===== config.mk =====
export PLATFORM = sky130hd
export DESIGN_NAME = cas_player
export DESIGN_NICKNAME = d
export VERILOG_FILES = /design/src/rtl/cas_pkg.sv /design/src/rtl/cas_bitcell.sv /design/src/rtl/cas_player.sv
export SDC_FILE = /design/constraint.sdc
export NUM_CORES = 1
export LEC_CHECK = 0
export BUFFER_PORTS_ARGS = -buffer_cell sky130_fd_sc_hd__buf_2
export CAP_MARGIN = 20
export CORE_ASPECT_RATIO = 1.1
export CORE_MARGIN = 2
export CORE_UTILIZATION = 40
export DETAILED_ROUTE_END_ITERATION = 16
export PLACE_DENSITY = 0.66
export SYNTH_ARGS = -nofsm -noshare
export SYNTH_HDL_FRONTEND = slang
export SYNTH_SLANG_ARGS = --single-unit

===== constraint.sdc =====
create_clock -name clock -period 4.4 [get_ports clock]
set_clock_uncertainty 0.05 [all_clocks]
set_input_delay 0.44 -clock clock [delete_from_list [all_inputs] [get_ports clock]]
set_output_delay 0.44 -clock clock [all_outputs]
set_load 0.01 [all_outputs]

===== src/rtl/cas_pkg.sv =====
// Shared types and defaults for the Colour Genie cassette transmitter.
package cas_pkg;

   typedef enum logic [2:0] {
      ST_IDLE,
      ST_LEADER,
      ST_SYNC,
      ST_DATA,
      ST_TAIL
   } cas_state_t;

   localparam int         CAS_CELL_TICKS   = 924;
   localparam int         CAS_PULSE_TICKS  = 110;
   localparam int         CAS_LEADER_COUNT = 255;
   localparam logic [7:0] CAS_LEADER_BYTE  = 8'hAA;
   localparam logic [7:0] CAS_SYNC_BYTE    = 8'h66;

   // Counter width for a range of n values; never narrower than one bit.
   function automatic int cas_cnt_width(input int n);
      return (n < 2) ? 1 : $clog2(n);
   endfunction

endpackage


===== src/rtl/cas_bitcell.sv =====
// One pulse-coded bit cell: clock pulse at tick 0, extra data pulse mid-cell for a 1.
// Legal timing: CELL_TICKS >= 4 and PULSE_TICKS < CELL_TICKS/2.
module cas_bitcell
   import cas_pkg::*;
#(
   parameter int CELL_TICKS  = CAS_CELL_TICKS,
   parameter int PULSE_TICKS = CAS_PULSE_TICKS
) (
   input  logic clock,
   input  logic reset,
   input  logic ce,
   input  logic run,
   input  logic mute,
   input  logic abort,
   input  logic bit_val,
   output logic tape,
   output logic cell_done
);

   localparam int            TW         = cas_cnt_width(CELL_TICKS);
   localparam logic [TW-1:0] TICK_LAST  = TW'(CELL_TICKS - 1);
   localparam logic [TW-1:0] PULSE_END  = TW'(PULSE_TICKS);
   localparam logic [TW-1:0] DATA_START = TW'(CELL_TICKS / 2);
   localparam logic [TW-1:0] DATA_END   = TW'(CELL_TICKS / 2 + PULSE_TICKS);

   logic [TW-1:0] tick;
   logic          level;

   // NOTE: level gets a default before any condition so this block never infers a latch.
   always_comb begin
      level = 1'b0;
      if (!mute)
         level = (tick < PULSE_END) ||
                 (bit_val && (tick >= DATA_START) && (tick < DATA_END));
   end

   assign cell_done = ce & run & (tick == TICK_LAST);

   // Each ce emits the level for the current tick, then advances; a stalled cell holds tick 0.
   always_ff @(posedge clock or negedge reset) begin
      if (!reset) begin
         tick <= '0;
         tape <= 1'b0;
      end else if (abort) begin
         tick <= '0;
         tape <= 1'b0;
      end else if (ce) begin
         if (run) begin
            tape <= level;
            tick <= (tick == TICK_LAST) ? '0 : tick + 1'b1;
         end else begin
            tape <= 1'b0;
         end
      end
   end

endmodule


===== src/rtl/cas_player.sv =====
// Cassette transmitter: leader, sync byte, then handshaked data bytes, then a silent tail cell.
module cas_player
   import cas_pkg::*;
#(
   parameter int         CELL_TICKS   = CAS_CELL_TICKS,
   parameter int         PULSE_TICKS  = CAS_PULSE_TICKS,
   parameter int         LEADER_BYTES = CAS_LEADER_COUNT,
   parameter logic [7:0] SYNC_BYTE    = CAS_SYNC_BYTE
) (
   input  logic       clock,
   input  logic       reset,
   input  logic       ce,
   input  logic       start,
   input  logic       stop,
   input  logic [7:0] data,
   input  logic       valid,
   input  logic       last,
   output logic       ready,
   output logic       tape,
   output logic       busy,
   output logic       underrun
);

   localparam int            LW        = cas_cnt_width(LEADER_BYTES);
   localparam logic [LW-1:0] LEAD_LAST = LW'(LEADER_BYTES - 1);

   cas_state_t    state;
   logic [7:0]    hold_data;
   logic          hold_last;
   logic          hold_full;
   logic [7:0]    shift_byte;
   logic [2:0]    bit_idx;
   logic [LW-1:0] lead_cnt;
   logic          last_sent;
   logic          starved;

   logic          xfer;
   logic          next_avail;
   logic [7:0]    next_byte;
   logic          next_last;
   logic          cell_run;
   logic          cell_done;
   logic          boundary;
   logic          resume;
   logic          take;

   assign ready = ((state == ST_LEADER) || (state == ST_SYNC) || (state == ST_DATA)) && !hold_full;
   assign xfer  = valid & ready;

   // A byte accepted on this very edge counts as already held.
   assign next_avail = hold_full | xfer;
   assign next_byte  = hold_full ? hold_data : data;
   assign next_last  = hold_full ? hold_last : last;

   assign boundary = cell_done && (bit_idx == 3'd0) && ((state == ST_SYNC) || (state == ST_DATA));
   assign resume   = starved && ce && next_avail;
   assign take     = resume || (boundary && next_avail);
   assign cell_run = (state != ST_IDLE) && (!starved || next_avail);

   cas_bitcell #(
      .CELL_TICKS (CELL_TICKS),
      .PULSE_TICKS(PULSE_TICKS)
   ) u_bitcell (
      .clock    (clock),
      .reset    (reset),
      .ce       (ce),
      .run      (cell_run),
      .mute     (state == ST_TAIL),
      .abort    (stop),
      .bit_val  (shift_byte[bit_idx]),
      .tape     (tape),
      .cell_done(cell_done)
   );

   always_ff @(posedge clock or negedge reset) begin
      if (!reset) begin
         state      <= ST_IDLE;
         busy       <= 1'b0;
         underrun   <= 1'b0;
         hold_data  <= '0;
         hold_last  <= 1'b0;
         hold_full  <= 1'b0;
         shift_byte <= '0;
         bit_idx    <= 3'd7;
         lead_cnt   <= '0;
         last_sent  <= 1'b0;
         starved    <= 1'b0;
      end else if (stop) begin
         state     <= ST_IDLE;
         busy      <= 1'b0;
         hold_full <= 1'b0;
         bit_idx   <= 3'd7;
         lead_cnt  <= '0;
         last_sent <= 1'b0;
         starved   <= 1'b0;
      end else begin
         if (take) begin
            hold_full <= 1'b0;
         end else if (xfer) begin
            hold_data <= data;
            hold_last <= last;
            hold_full <= 1'b1;
         end

         case (state)
            ST_IDLE: begin
               if (start) begin
                  state      <= (LEADER_BYTES == 0) ? ST_SYNC : ST_LEADER;
                  shift_byte <= (LEADER_BYTES == 0) ? SYNC_BYTE : CAS_LEADER_BYTE;
                  busy       <= 1'b1;
                  bit_idx    <= 3'd7;
                  lead_cnt   <= '0;
                  underrun   <= 1'b0;
                  last_sent  <= 1'b0;
                  starved    <= 1'b0;
               end
            end
            ST_LEADER: begin
               if (cell_done) begin
                  if (bit_idx != 3'd0) begin
                     bit_idx <= bit_idx - 1'b1;
                  end else begin
                     bit_idx <= 3'd7;
                     if (lead_cnt == LEAD_LAST) begin
                        state      <= ST_SYNC;
                        shift_byte <= SYNC_BYTE;
                        lead_cnt   <= '0;
                     end else begin
                        lead_cnt <= lead_cnt + 1'b1;
                     end
                  end
               end
            end
            ST_SYNC, ST_DATA: begin
               if (resume) begin
                  shift_byte <= next_byte;
                  last_sent  <= next_last;
                  starved    <= 1'b0;
               end else if (cell_done) begin
                  if (bit_idx != 3'd0) begin
                     bit_idx <= bit_idx - 1'b1;
                  end else begin
                     bit_idx <= 3'd7;
                     if (next_avail) begin
                        state      <= ST_DATA;
                        shift_byte <= next_byte;
                        last_sent  <= next_last;
                     end else if (last_sent) begin
                        state <= ST_TAIL;
                     end else begin
                        // Stall with tick parked at 0 until a byte shows up.
                        state    <= ST_DATA;
                        starved  <= 1'b1;
                        underrun <= 1'b1;
                     end
                  end
               end
            end
            ST_TAIL: begin
               if (cell_done) begin
                  state <= ST_IDLE;
                  busy  <= 1'b0;
               end
            end
            default: state <= ST_IDLE;
         endcase
      end
   end

endmodule


==> impl_results.md, run 1 <==
- Status: complete, no violations
- Avg Cell Area, Syn: 9.77 um2
- Post-DP HPWL: 4870 um
- Tcrit/Tclk final: 59.2%
- # H-tree levels: 2
- Share of the synthesized area in the top cell type: between 30% and 40%
- Tot GR Track Use: between 10% and 20%
- Initial core utilization: 41.9%
- Flop-to-flop setup slack: roughly 1.8 ns
- #FFs+latches synth: 47
- PD cells: 460 nW/um2
- CTS Sinks: 47
- Slew @ Worst Pin: roughly 0.8 ns
- Antenna diode instance count: 0
- Max VDD drop: 0.208 mV
- GP Congestion: 0.908
- Number of synthesis warnings: 0
- FF/Latch Area: 1180 um2
- Setup TNS: 0 ns
- Cells after synthesis: 304
- Die Footprint: 8130 um2
- FILL cells: 690
- Area leader, netlist: dfrtp_1
- Antenna Nets Post-Route: 0
- Root buffer cell: clkbuf_8
- Post_cts resized: 0
- Placed inst area: 3090 um2
- Max Clock Freq: ~0.38 GHz
- Max transition margin: 47.6%
- RR Startpoint: state[1]$_DFFE_PN0P_
- Worst Path Required: 4.54 ns
- Cell total after placement: 394
- Cells on worst reg2reg path: 5
- Critical path startpoint: state[1]$_DFFE_PN0P_
- Initial DRC Count: 152
- Initial antenna violation count: 0
- Total CTS buffers: 5
- Ports: 19
- Critical path type: register to register
- Layout cells sized above 1: 18.6%
- Post-CTS Setup Bufs: 0
- Fin area: 3220 um2
- Critical Path AT: 2.74 ns
- Pre-Repair DR Iteration Count: 4
- Area of the core: 7090 um2
- First-pass GRT wire length: between 10000 and 15000 um
- Grt ovf: 0
- Asr flop ratio synth: 100%
- Port Buffers: 18
- RSZ-0062 raised after global routing: false
- Slew Limit Fails: 0
- Fin crit period: between 2 and 3 ns
- Final Setup Violations: 0
- FF-to-FF End: hold_data[5]$_DFFE_PN0P_
- Top cells by count, synth: 44 x dfrtp_1, 25 x nand2_1, 23 x o21ai_0, 21 x nor2_1, 17 x a21oi_1
- CTS Buffer Depth: 2
- Final Hold Fails: 0
- Hold Crit Class: primary input to asynchronous set/reset pin
- Crit start category: register
- Max-cap violations: 0
- Sequential area share after synthesis: 39.7%
- CP Max Fanout: 19
- Vias in the first global route: 2364
- Yosys cell types: 62
- Largest net degree at the start of global routing: 48
- Synth area leaders: dfrtp_1 37%, mux2_4 6.6%, o21ai_0 3.9%
- Routed wire length: 6790 um
- Die Width: 86.1 um
- Area growth from synthesis to layout: 8.60%
- Netlist Area Pre-Place: 2970 um2
- Post-detailed-route wirelength per cell: ~17 um
- DIE HEIGHT: ~94 um
- Rows: 32
- Drt drc: 0
- Clock Latency Late Sink: 0.31 ns
- Worst setup EP type: register
- Vias per cell: 5.93
- Fin cells: 403
- Overall Power: 1.48 mW
- DR vias: 2390
- CTS tree: done
- Hold buffers post-CTS: 0
- Syn nets: 324
- Final core occ: 45.5%
- Cell with the most instances after synthesis: dfrtp_1
- Reg clk slew, reported paths: 0.10 ns
- EDFF count, synth: 0
- Prevailing post-synth register cell: dfrtp_1
- Area of the multi-input gates: ~1700 um2
- Lkg Pwr: 1.35 nW
- Final #Nets: 337
==> stage by stage <==
stage          hold WS [ns]  setup slack (ns)
2_1_floorplan        0.0944              2.11
3_3_place_gp          0.435              1.94
3_5_place_dp          0.431              1.84
4_1_cts               0.318              1.82
5_1_grt              0.0914              1.59
6_report             0.0612              1.80
==> worst max-delay path by stage <==
stage | end | depth (start not counted)
after floorplan | shift_byte[0]$_DFFE_PN0P_ | 9
after global placement | u_bitcell.tick[3]$_DFFE_PN0P_ | 5
after detailed placement | hold_last$_DFFE_PN0P_ | 5
after CTS | hold_data[5]$_DFFE_PN0P_ | 5
after global routing | u_bitcell.tick[7]$_DFFE_PN0P_ | 5
final | hold_data[5]$_DFFE_PN0P_ | 5
==> critical path, stage by stage, from the launching register on <==
cell,delay (ns)
dfrtp_1,0.68
or2_1,0.34
o21a_2,0.25
nand3_4,0.14
o31ai_4,0.67
mux2_4,0.35
==> final cells by class <==
cell class | count | share of cell area, %
tap | 85 | 3.30
timing repair buffer | 20 | 3.65
inverter | 10 | 1.16
sequential | 47 | 36.6
multi-input combinational | 233 | 51.6
clock inverter | 2 | 1.09
clock buffer | 6 | 2.56
==> state kept, by name (all words and copies together) (netlist names) <==
name	flops
starved	1
hold_data	8
u_bitcell.tape	1
hold_full	1
last_sent	1
u_bitcell.tick	10
busy	1
shift_byte	8
state	3
underrun	1
hold_last	1
lead_cnt	8
bit_idx	3
==> cells in the final DEF (no fill, tap or decap), types with 3 or more instances in the layout <==
| cell type | Yosys | final |
|---|---|---|
| a21boi_0 | 4 | 4 |
| a21oi_1 | 17 | 17 |
| a2bb2oi_1 | 4 | 4 |
| a31oi_1 | 7 | 7 |
| a41oi_1 | 3 | 3 |
| and3_1 | 3 | 3 |
| buf_2 | 0 | 18 |
| clkbuf_8 | 0 | 6 |
| dfrtp_1 | 44 | 44 |
| dfstp_2 | 3 | 3 |
| ha_1 | 5 | 5 |
| inv_1 | 10 | 10 |
| mux2_2 | 3 | 3 |
| mux2_4 | 13 | 13 |
| mux2i_1 | 11 | 11 |
| nand2_1 | 25 | 25 |
| nand2b_1 | 4 | 4 |
| nand3_1 | 10 | 10 |
| nand4_1 | 3 | 3 |
| nor2_1 | 21 | 21 |
| nor2b_1 | 6 | 6 |
| nor3_1 | 13 | 13 |
| o21ai_0 | 23 | 23 |
| o21bai_1 | 3 | 3 |
| o31ai_1 | 5 | 5 |
| or3_1 | 5 | 5 |
==> per-layer routing <==
| metal | vias to the layer above | wire (um) | GRT usage [%] |
|---|---|---|---|
| met1 | 1162 | 3190 | 24.7 |
| met2 | 58 | 3210 | 28.6 |
| met5 | - | 0 | 0 |
| met4 | 0 | 53 | 4.50 |
| li1 | 1164 | - | - |
| met3 | 6 | 336 | 4.28 |
==> report_power, final <==
part | internal (mW) | switching [mW]
Combinational | 0.255 | 0.259
Clock | 0.184 | 0.150
Sequential | 0.534 | 0.103
==> cells by family after synthesis <==
group,count (synthesis),synth area share (%)
xor gates and xnor gates,2,0.590
and+or+nand+nor,108,19.6
adders and majority gates,5,2.11
DFF,47,39.7
muxes,29,12.9
buffers and inverters,24,4.17
AOI/OAI and AO/OA,89,20.9
Note: power is estimated with default switching activity, not from simulation.
==> run 2: changes to the inputs <==
Settings changed: ABC_AREA set to 1, PLACE_DENSITY 0.66 to 0.69.
Clock period 4.4 ns to 2.2 ns, I/O delays scaled along.
==> impl_results.md, run 2 <==
- Number of synthesis warnings: 0 (unchanged)
- Slowest cell on the critical path: dfstp_2 (was dfrtp_1)
- Ports: 19 (unchanged)
- Critical Path AT: 2.13 ns (was 2.74 ns)
- RSZ-0062 raised after global routing: false (unchanged)
- Cells after synthesis: 413 (was 304)
- Flop-to-flop setup slack: 0.24 ns (was 1.80 ns)
- CTS tree: done (unchanged)
- Setup TNS: 0 ns (unchanged)
- CTS Buffer Depth: 2 (unchanged)
- Total CTS buffers: 5 (unchanged)
- Fin crit period: 1.96 ns (was 2.60 ns)
- GP Congestion: 0.874 (was 0.908)
- Max Clock Freq: 0.509 GHz (was 0.384 GHz)
- Cell Chain, Critical Path: inv_1 > ha_1 > inv_1 > nor2_1 > inv_1 > nand2_1 > nand4_2 > nor2_4 > nand3_4 > nand2_1 > nand2_1 (was or2_1 > o21a_2 > nand3_4 > o31ai_4 > mux2_4)
- Initial antenna violation count: 0 (unchanged)
- Post-DP HPWL: 5190 um (was 4870 um)
- Fin area: 3430 um2 (was 3220 um2)
- Vias in the first global route: 2618 (was 2364)
- Post-detailed-route wirelength per cell: 12.5 um (was 16.8 um)
- Crit path largest cell delay: 0.41 ns (was 0.68 ns)
- Post_cts resized: 0 (unchanged)
- FF-to-FF End: shift_byte[7]$_DFFE_PN0P_ (was hold_data[5]$_DFFE_PN0P_)
- Initial DRC Count: 102 (was 152)
- Area growth from synthesis to layout: 11.3% (was 8.60%)
- Slew @ Worst Pin: 0.707 ns (was 0.786 ns)
- Final #Nets: 461 (was 337)
- PD cells: 950 nW/um2 (was 460 nW/um2)
- Biggest register: u_bitcell.tick (unchanged)
- Final Hold Fails: 0 (unchanged)
- Crit start category: register (unchanged)
- Worst hold path endpoint: hold_data[3]$_DFFE_PN0P_
- DP Worst Slack: 0.226 ns (was 1.84 ns)
- Clock Latency Late Sink: 0.31 ns (about the same)
- Cell with the most instances after synthesis: nand2_1 (was dfrtp_1)
- Hold wc startpoint: data[3]
- Netlist Area Pre-Place: 3090 um2 (was 2970 um2)
- Layout cells sized above 1: 18.6% (about the same)
- Share of the synthesized area in the top cell type: 35.7% (was 37.1%)
- Asr flop ratio synth: 100% (unchanged)
- Avg Cell Area, Syn: 7.47 um2 (was 9.77 um2)
- Syn nets: 433 (was 324)
- Most common cell after layout, fill and taps aside: nand2_1 (was dfrtp_1)
- Most frequent cells in the layout: 97 x nand2_1, 45 x nor2_1, 44 x inv_1, 44 x dfrtp_1, 26 x o21ai_0 (was 44 x dfrtp_1, 25 x nand2_1, 23 x o21ai_0)
- Pre-Repair DR Iteration Count: 4 (unchanged)
- Synth Area in Compound Gates: 13.6% (was 20.9%)
- Post-synthesis mux area share: 0% (was 12.9%)
- Tcrit/Tclk final: 89.2% (was 59.2%)
- Prevailing post-synth register cell: dfrtp_1 (unchanged)
- CP Max Fanout: 8 (was 19)
- Largest family of logic cells by synthesized area: simple AND/OR/NAND/NOR gates (was compound AO/OA/AOI/OAI gates)
- Root buffer cell: clkbuf_8 (unchanged)
- Lkg Pwr: 1.72 nW (was 1.35 nW)
- Worst setup EP type: register (unchanged)
- Routed wire length: 6840 um (was 6790 um)
- Vias per cell: 4.99 (was 5.93)
- Critical path type: register to register (unchanged)
- Area of the core: 7470 um2 (was 7090 um2)
- Post-Synth Simple-Gate Area: 36.2% (was 19.6%)
- Area leader, netlist: dfrtp_1 (unchanged)
- Status: complete, no violations (unchanged)
- Setup ws final: 0.237 ns (was 1.80 ns)
- Overall Power: 3.26 mW (was 1.48 mW)
- Worst Path Required: 2.36 ns (was 4.54 ns)
- Max VDD drop: 0.482 mV (was 0.208 mV)
- Reg clk slew, reported paths: 0.10 ns (about the same)
- Antenna diode instance count: 0 (unchanged)
- Tot GR Track Use: 18.0% (about the same)
- #FFs+latches synth: 47 (unchanged)
- Top cells by count, synth: 97 x nand2_1, 45 x nor2_1, 44 x dfrtp_1, 44 x inv_1, 26 x o21ai_0 (was 44 x dfrtp_1, 25 x nand2_1, 23 x o21ai_0, 21 x nor2_1, 17 x a21oi_1)
- Port Buffers: 18 (unchanged)
- DR vias: 2732 (was 2390)
- DIE HEIGHT: 96.1 um (was 94.4 um)
- Placed inst area: 3320 um2 (was 3090 um2)
- Antenna Nets Post-Route: 0 (unchanged)
- Hold Crit Depth: 3
- EDFF count, synth: 0 (unchanged)
- Initial core utilization: 41.3% (was 41.9%)
- Max reg flops: 10 (unchanged)
- Synth area leaders: dfrtp_1 36%, nand2_1 12%, nor2_1 5.5% (was dfrtp_1 37%, mux2_4 6.6%, o21ai_0 3.9%)
- # H-tree levels: 2 (unchanged)
- Max transition margin: 52.8% (was 47.6%)
- XOR/XNOR Fraction of Synth Area: 1.99% (was 0.590%)
- Yosys cell types: 38 (was 62)
- RR Startpoint: bit_idx[0]$_DFFE_PN1P_ (was state[1]$_DFFE_PN0P_)
- Post-Synth Adder-Cell Area: 2.03% (was 2.11%)
- Slew Limit Fails: 0 (unchanged)
- Max-cap violations: 0 (unchanged)
- Cells on worst reg2reg path: 11 (was 5)
- Rows: 33 (was 32)
- Largest net degree at the start of global routing: 31 (was 48)
- Sequential area share after synthesis: 38.2% (was 39.7%)
- CTS Sinks: 47 (unchanged)
- First-pass GRT wire length: 12000 um (was 11500 um)
- Grt ovf: 0 (unchanged)
- Die Footprint: 8430 um2 (was 8130 um2)
- Drt drc: 0 (unchanged)
- Final Setup Violations: 0 (unchanged)
- Hold Crit Class: primary input to register (was primary input to asynchronous set/reset pin)
- Die Width: 87.7 um (was 86.1 um)
## run 2: changes by cell type in the layout (fill, tap and decap cells not counted), sizes merged, moves of 7 or more
cell	before	now
buf	20	28
nor2	21	49
nand4	3	25
nand2	25	108
nor3	13	6
inv	10	52
a21oi	17	24
nand3	11	30
mux2i	11	0
mux2	16	0
o21ai	23	40
a31oi	7	0
## run 2: routing by layer
metal	vias to the layer above	global-route usage, %	share of wire [%]
li1	1418	-	-
met1	1263	23.5	46
met2	43	30.9	49
met3	8	2.57	3.1
met4	0	5.26	1.1
met5	-	0	0
## run 2: worst max-delay path by stage
stage / startpoint / to / slack (ns) / cells after the start
CTS: bit_idx[0]$_DFFE_PN1P_ / shift_byte[7]$_DFFE_PN0P_ / 0.22 / 11
global route: bit_idx[0]$_DFFE_PN1P_ / shift_byte[6]$_DFFE_PN0P_ / 0.008 / 11
global placement: bit_idx[0]$_DFFE_PN1P_ / shift_byte[6]$_DFFE_PN0P_ / 0.29 / 11
floorplan: bit_idx[0]$_DFFE_PN1P_ / shift_byte[0]$_DFFE_PN0P_ / 0.47 / 11
detailed placement: bit_idx[0]$_DFFE_PN1P_ / shift_byte[7]$_DFFE_PN0P_ / 0.23 / 11
finish: bit_idx[0]$_DFFE_PN1P_ / shift_byte[7]$_DFFE_PN0P_ / 0.24 / 11
## run 2: cell families after synthesis
family                     after synthesis
AOI/OAI and AO/OA                       72
xor gates and xnor gates                 7
and+or+nand+nor                        222
DFF                                     47
buffers and inverters                   60
adders and majority gates                5
## run 2: cell type report
type	instances	area, um2
Clock buffer	5	68.8
Clock inverter	3	23.8
Fill cell	796	4040
Inverter	52	195
Multi-Input combinational cell	306	1660
Sequential cell	47	1180
Tap cell	105	131
Timing Repair Buffer	29	175
## run 2: per-stage QoR
| step | hold WS (ns) | std cells | util [%] |
|---|---|---|---|
| finish | 0.100 | 547 | 46.0 |
| global route | 0.0905 | 547 | 46.0 |
| CTS | 0.0921 | 545 | 45.8 |
| detailed placement | 0.274 | 536 | 44.4 |
| global placement | 0.264 | 536 | 44.4 |
| floorplan | -0.126 | 413 | - |
## run 2: repair_timing
| item | 4_1_cts | 5_1_grt |
|---|---|---|
| hold buffers | 1 | 0 |
| endpoints found under the hold margin | 25 | 0 |
| buffers inserted | 0 | 2 |
| setup endpoints to repair | 0 | 6 |
## run 2: worst max-delay path, delay by kind of cell, from the launching register on
family | cells | cell delay [ns]
buffers and inverters | 3 | 0.28
adders and majority gates | 1 | 0.16
and+or+nand+nor | 7 | 0.97
DFF | 1 | 0.41
## run 2: report_power, final
group          switching, mW  internal (mW)  total (mW)
clock network          0.326          0.228       0.553
logic                  0.941          0.493        1.43
registers              0.169           1.11        1.28
==> run 3: changes to the inputs <==
Settings changed: PLACE_DENSITY 0.69 to 0.59.
==> impl_results.md, run 3 (synthesis results as in run 2) <==
- Fin cells: 545 (was 547)
- Slew @ Worst Pin: 0.526 ns (was 0.707 ns)
- CTS tree: done (unchanged)
- # H-tree levels: 2 (unchanged)
- Max Clock Freq: 0.510 GHz (was 0.509 GHz)
- Switching power: 1.42 mW (was 1.44 mW)
- Final Setup Violations: 0 (unchanged)
- Worst setup EP type: register (unchanged)
- Setup ws final: 0.239 ns (was 0.237 ns)
- Pre-Repair DR Iteration Count: 4 (unchanged)
- Hold Crit Class: primary input to register (unchanged)
- Vias in the first global route: 2663 (was 2618)
- Placed inst area: 3320 um2 (unchanged)
- Net Sw Frac: 43.1% (was 44.0%)
- Final Hold Fails: 0 (unchanged)
- Post-detailed-route wirelength per cell: 13.0 um (was 12.5 um)
- Max-cap violations: 0 (unchanged)
- Drt drc: 0 (unchanged)
- Internal Power: 1.88 mW (was 1.83 mW)
- Max transition margin: 64.8% (was 52.8%)
- PD cells: 961 nW/um2 (was 950 nW/um2)
- Die Width: 87.7 um (unchanged)
- Setup TNS: 0 ns (unchanged)
- Area of the core: 7470 um2 (unchanged)
- Fin crit period: 1.96 ns (about the same)
- DR vias: 2701 (was 2732)
- Critical path type: register to register (unchanged)
- Lkg Pwr: 1.72 nW (about the same)
- Initial antenna violation count: 0 (unchanged)
- Rows: 33 (unchanged)
- GP Congestion: 0.890 (was 0.874)
- CP Max Fanout: 10 (was 8)
- Crit start category: register (unchanged)
- Total CTS buffers: 5 (unchanged)
- Antenna diode instance count: 0 (unchanged)
- Cell total after placement: 536 (unchanged)
- DIE HEIGHT: 96.1 um (unchanged)
- Clock Latency Late Sink: 0.30 ns (was 0.31 ns)
- Hold_ws: 0.106 ns (was 0.100 ns)
- RSZ-0062 raised after global routing: false (unchanged)
- Ports: 19 (unchanged)
- Comb power frac: 43.1% (was 43.9%)
- Critical Path AT: 2.13 ns (about the same)
- Root buffer cell: clkbuf_8 (unchanged)
- Reg clk slew, reported paths: 0.09 ns (was 0.10 ns)
- Final core occ: 45.9% (was 46.0%)
- Routed wire length: 7060 um (was 6840 um)
- Layout cells sized above 1: 18.4% (was 18.6%)
- DP Worst Slack: 0.219 ns (was 0.226 ns)
- Port Buffers: 18 (unchanged)
- Final #Nets: 459 (was 461)
- Antenna Nets Post-Route: 0 (unchanged)
- Max reg flops: 10 (unchanged)
- Tot GR Track Use: 18.4% (was 18.0%)
- Most frequent cells in the layout: 97 x nand2_1, 44 x inv_1, 44 x nor2_1, 44 x dfrtp_1, 26 x o21ai_0 (was 97 x nand2_1, 45 x nor2_1, 44 x inv_1, 44 x dfrtp_1, 26 x o21ai_0)
- Fin area: 3430 um2 (about the same)
- Area growth from synthesis to layout: 11.3% (about the same)
- First-pass GRT wire length: 12400 um (was 12000 um)
- Slew Limit Fails: 0 (unchanged)
- Clock Power Share: 18.2% (was 17.0%)
- Die Footprint: 8430 um2 (unchanged)
- Vias per cell: 4.96 (was 4.99)
- Biggest register: u_bitcell.tick (unchanged)
- Max VDD drop: 0.505 mV (was 0.482 mV)
- CTS Sinks: 47 (unchanged)
- Initial core utilization: 41.3% (unchanged)
- Tcrit/Tclk final: 89.2% (about the same)
- Overall Power: 3.30 mW (was 3.26 mW)
- Post-DP HPWL: 5490 um (was 5190 um)
- Sequential power share: 38.7% (was 39.1%)
- Post-CTS Setup Bufs: 0 (unchanged)
- Initial DRC Count: 85 (was 102)
- Status: complete, no violations (unchanged)
- Most common cell after layout, fill and taps aside: nand2_1 (unchanged)
- Flop-to-flop setup slack: 0.24 ns (about the same)
- Grt ovf: 0 (unchanged)
- Largest net degree at the start of global routing: 23 (was 31)
- Worst Path Required: 2.37 ns (was 2.36 ns)
- CTS Buffer Depth: 2 (unchanged)
run 3: changes by cell type in the layout (fill, tap and decap cells not counted), sizes merged:
cell,delta
clkinvlp,-1
inv,-1
clkbuf,+2
buf,-2
run 3: power by group through the flow:
| stage | Clock, mW | Combinational, mW | Sequential, mW |
|---|---|---|---|
| 2_1_floorplan | 0 | 1.10 | 1.25 |
| 3_3_place_gp | 0 | 1.42 | 1.29 |
| 3_5_place_dp | 0 | 1.44 | 1.29 |
| 4_1_cts | 0.618 | 1.44 | 1.28 |
| 5_1_grt | 0.650 | 1.63 | 1.31 |
| 6_report | 0.600 | 1.42 | 1.28 |
run 3: path summary, 6_finish.rpt:
check	startpoint	end	cells after the start
min in group asynchronous	reset	u_bitcell.tick[2]$_DFFE_PN0P_	2
max reg2reg	bit_idx[0]$_DFFE_PN1P_	lead_cnt[3]$_DFFE_PN0P_	11
min	data[6]	hold_data[6]$_DFFE_PN0P_	3
max in group asynchronous	reset	hold_data[3]$_DFFE_PN0P_	3
max	bit_idx[0]$_DFFE_PN1P_	lead_cnt[3]$_DFFE_PN0P_	11
min reg2reg	shift_byte[1]$_DFFE_PN0P_	shift_byte[1]$_DFFE_PN0P_	2
run 3: critical path, stage by stage, from the launching register on:
cell,delay (ns)
dfstp_2,0.59
inv_1,0.10
ha_1,0.20
inv_1,0.06
nor2_2,0.05
inv_1,0.11
nand2_1,0.10
nand3_1,0.10
nand2_1,0.19
nand2_4,0.19
nand2_1,0.06
o21ai_1,0.08
run 3: layer usage:
layer | wire (um) | part of all wire [%] | vias up | global-route usage [%]
met3 | 174 | 2.5 | 5 | 2.57
met2 | 3470 | 49 | 37 | 32.3
met5 | 0 | 0 | - | 0
met1 | 3350 | 47 | 1241 | 24.0
li1 | - | - | 1418 | -
met4 | 63 | 0.89 | 0 | 4.23
run 3: what timing repair did:
action	4_1_cts	5_1_grt
endpoints found under the setup margin	0	5
hold buffers	1	0
gates resized for setup	0	1
endpoints found under the hold margin	17	0
run 3: layout make-up:
type | count | area, um2
clock buffer | 7 | 96.3
clock inverter | 1 | 7.51
fill | 793 | 4040
inverter | 52 | 195
multi-input combinational | 306 | 1660
sequential | 47 | 1180
tap | 105 | 131
timing repair buffer | 27 | 160
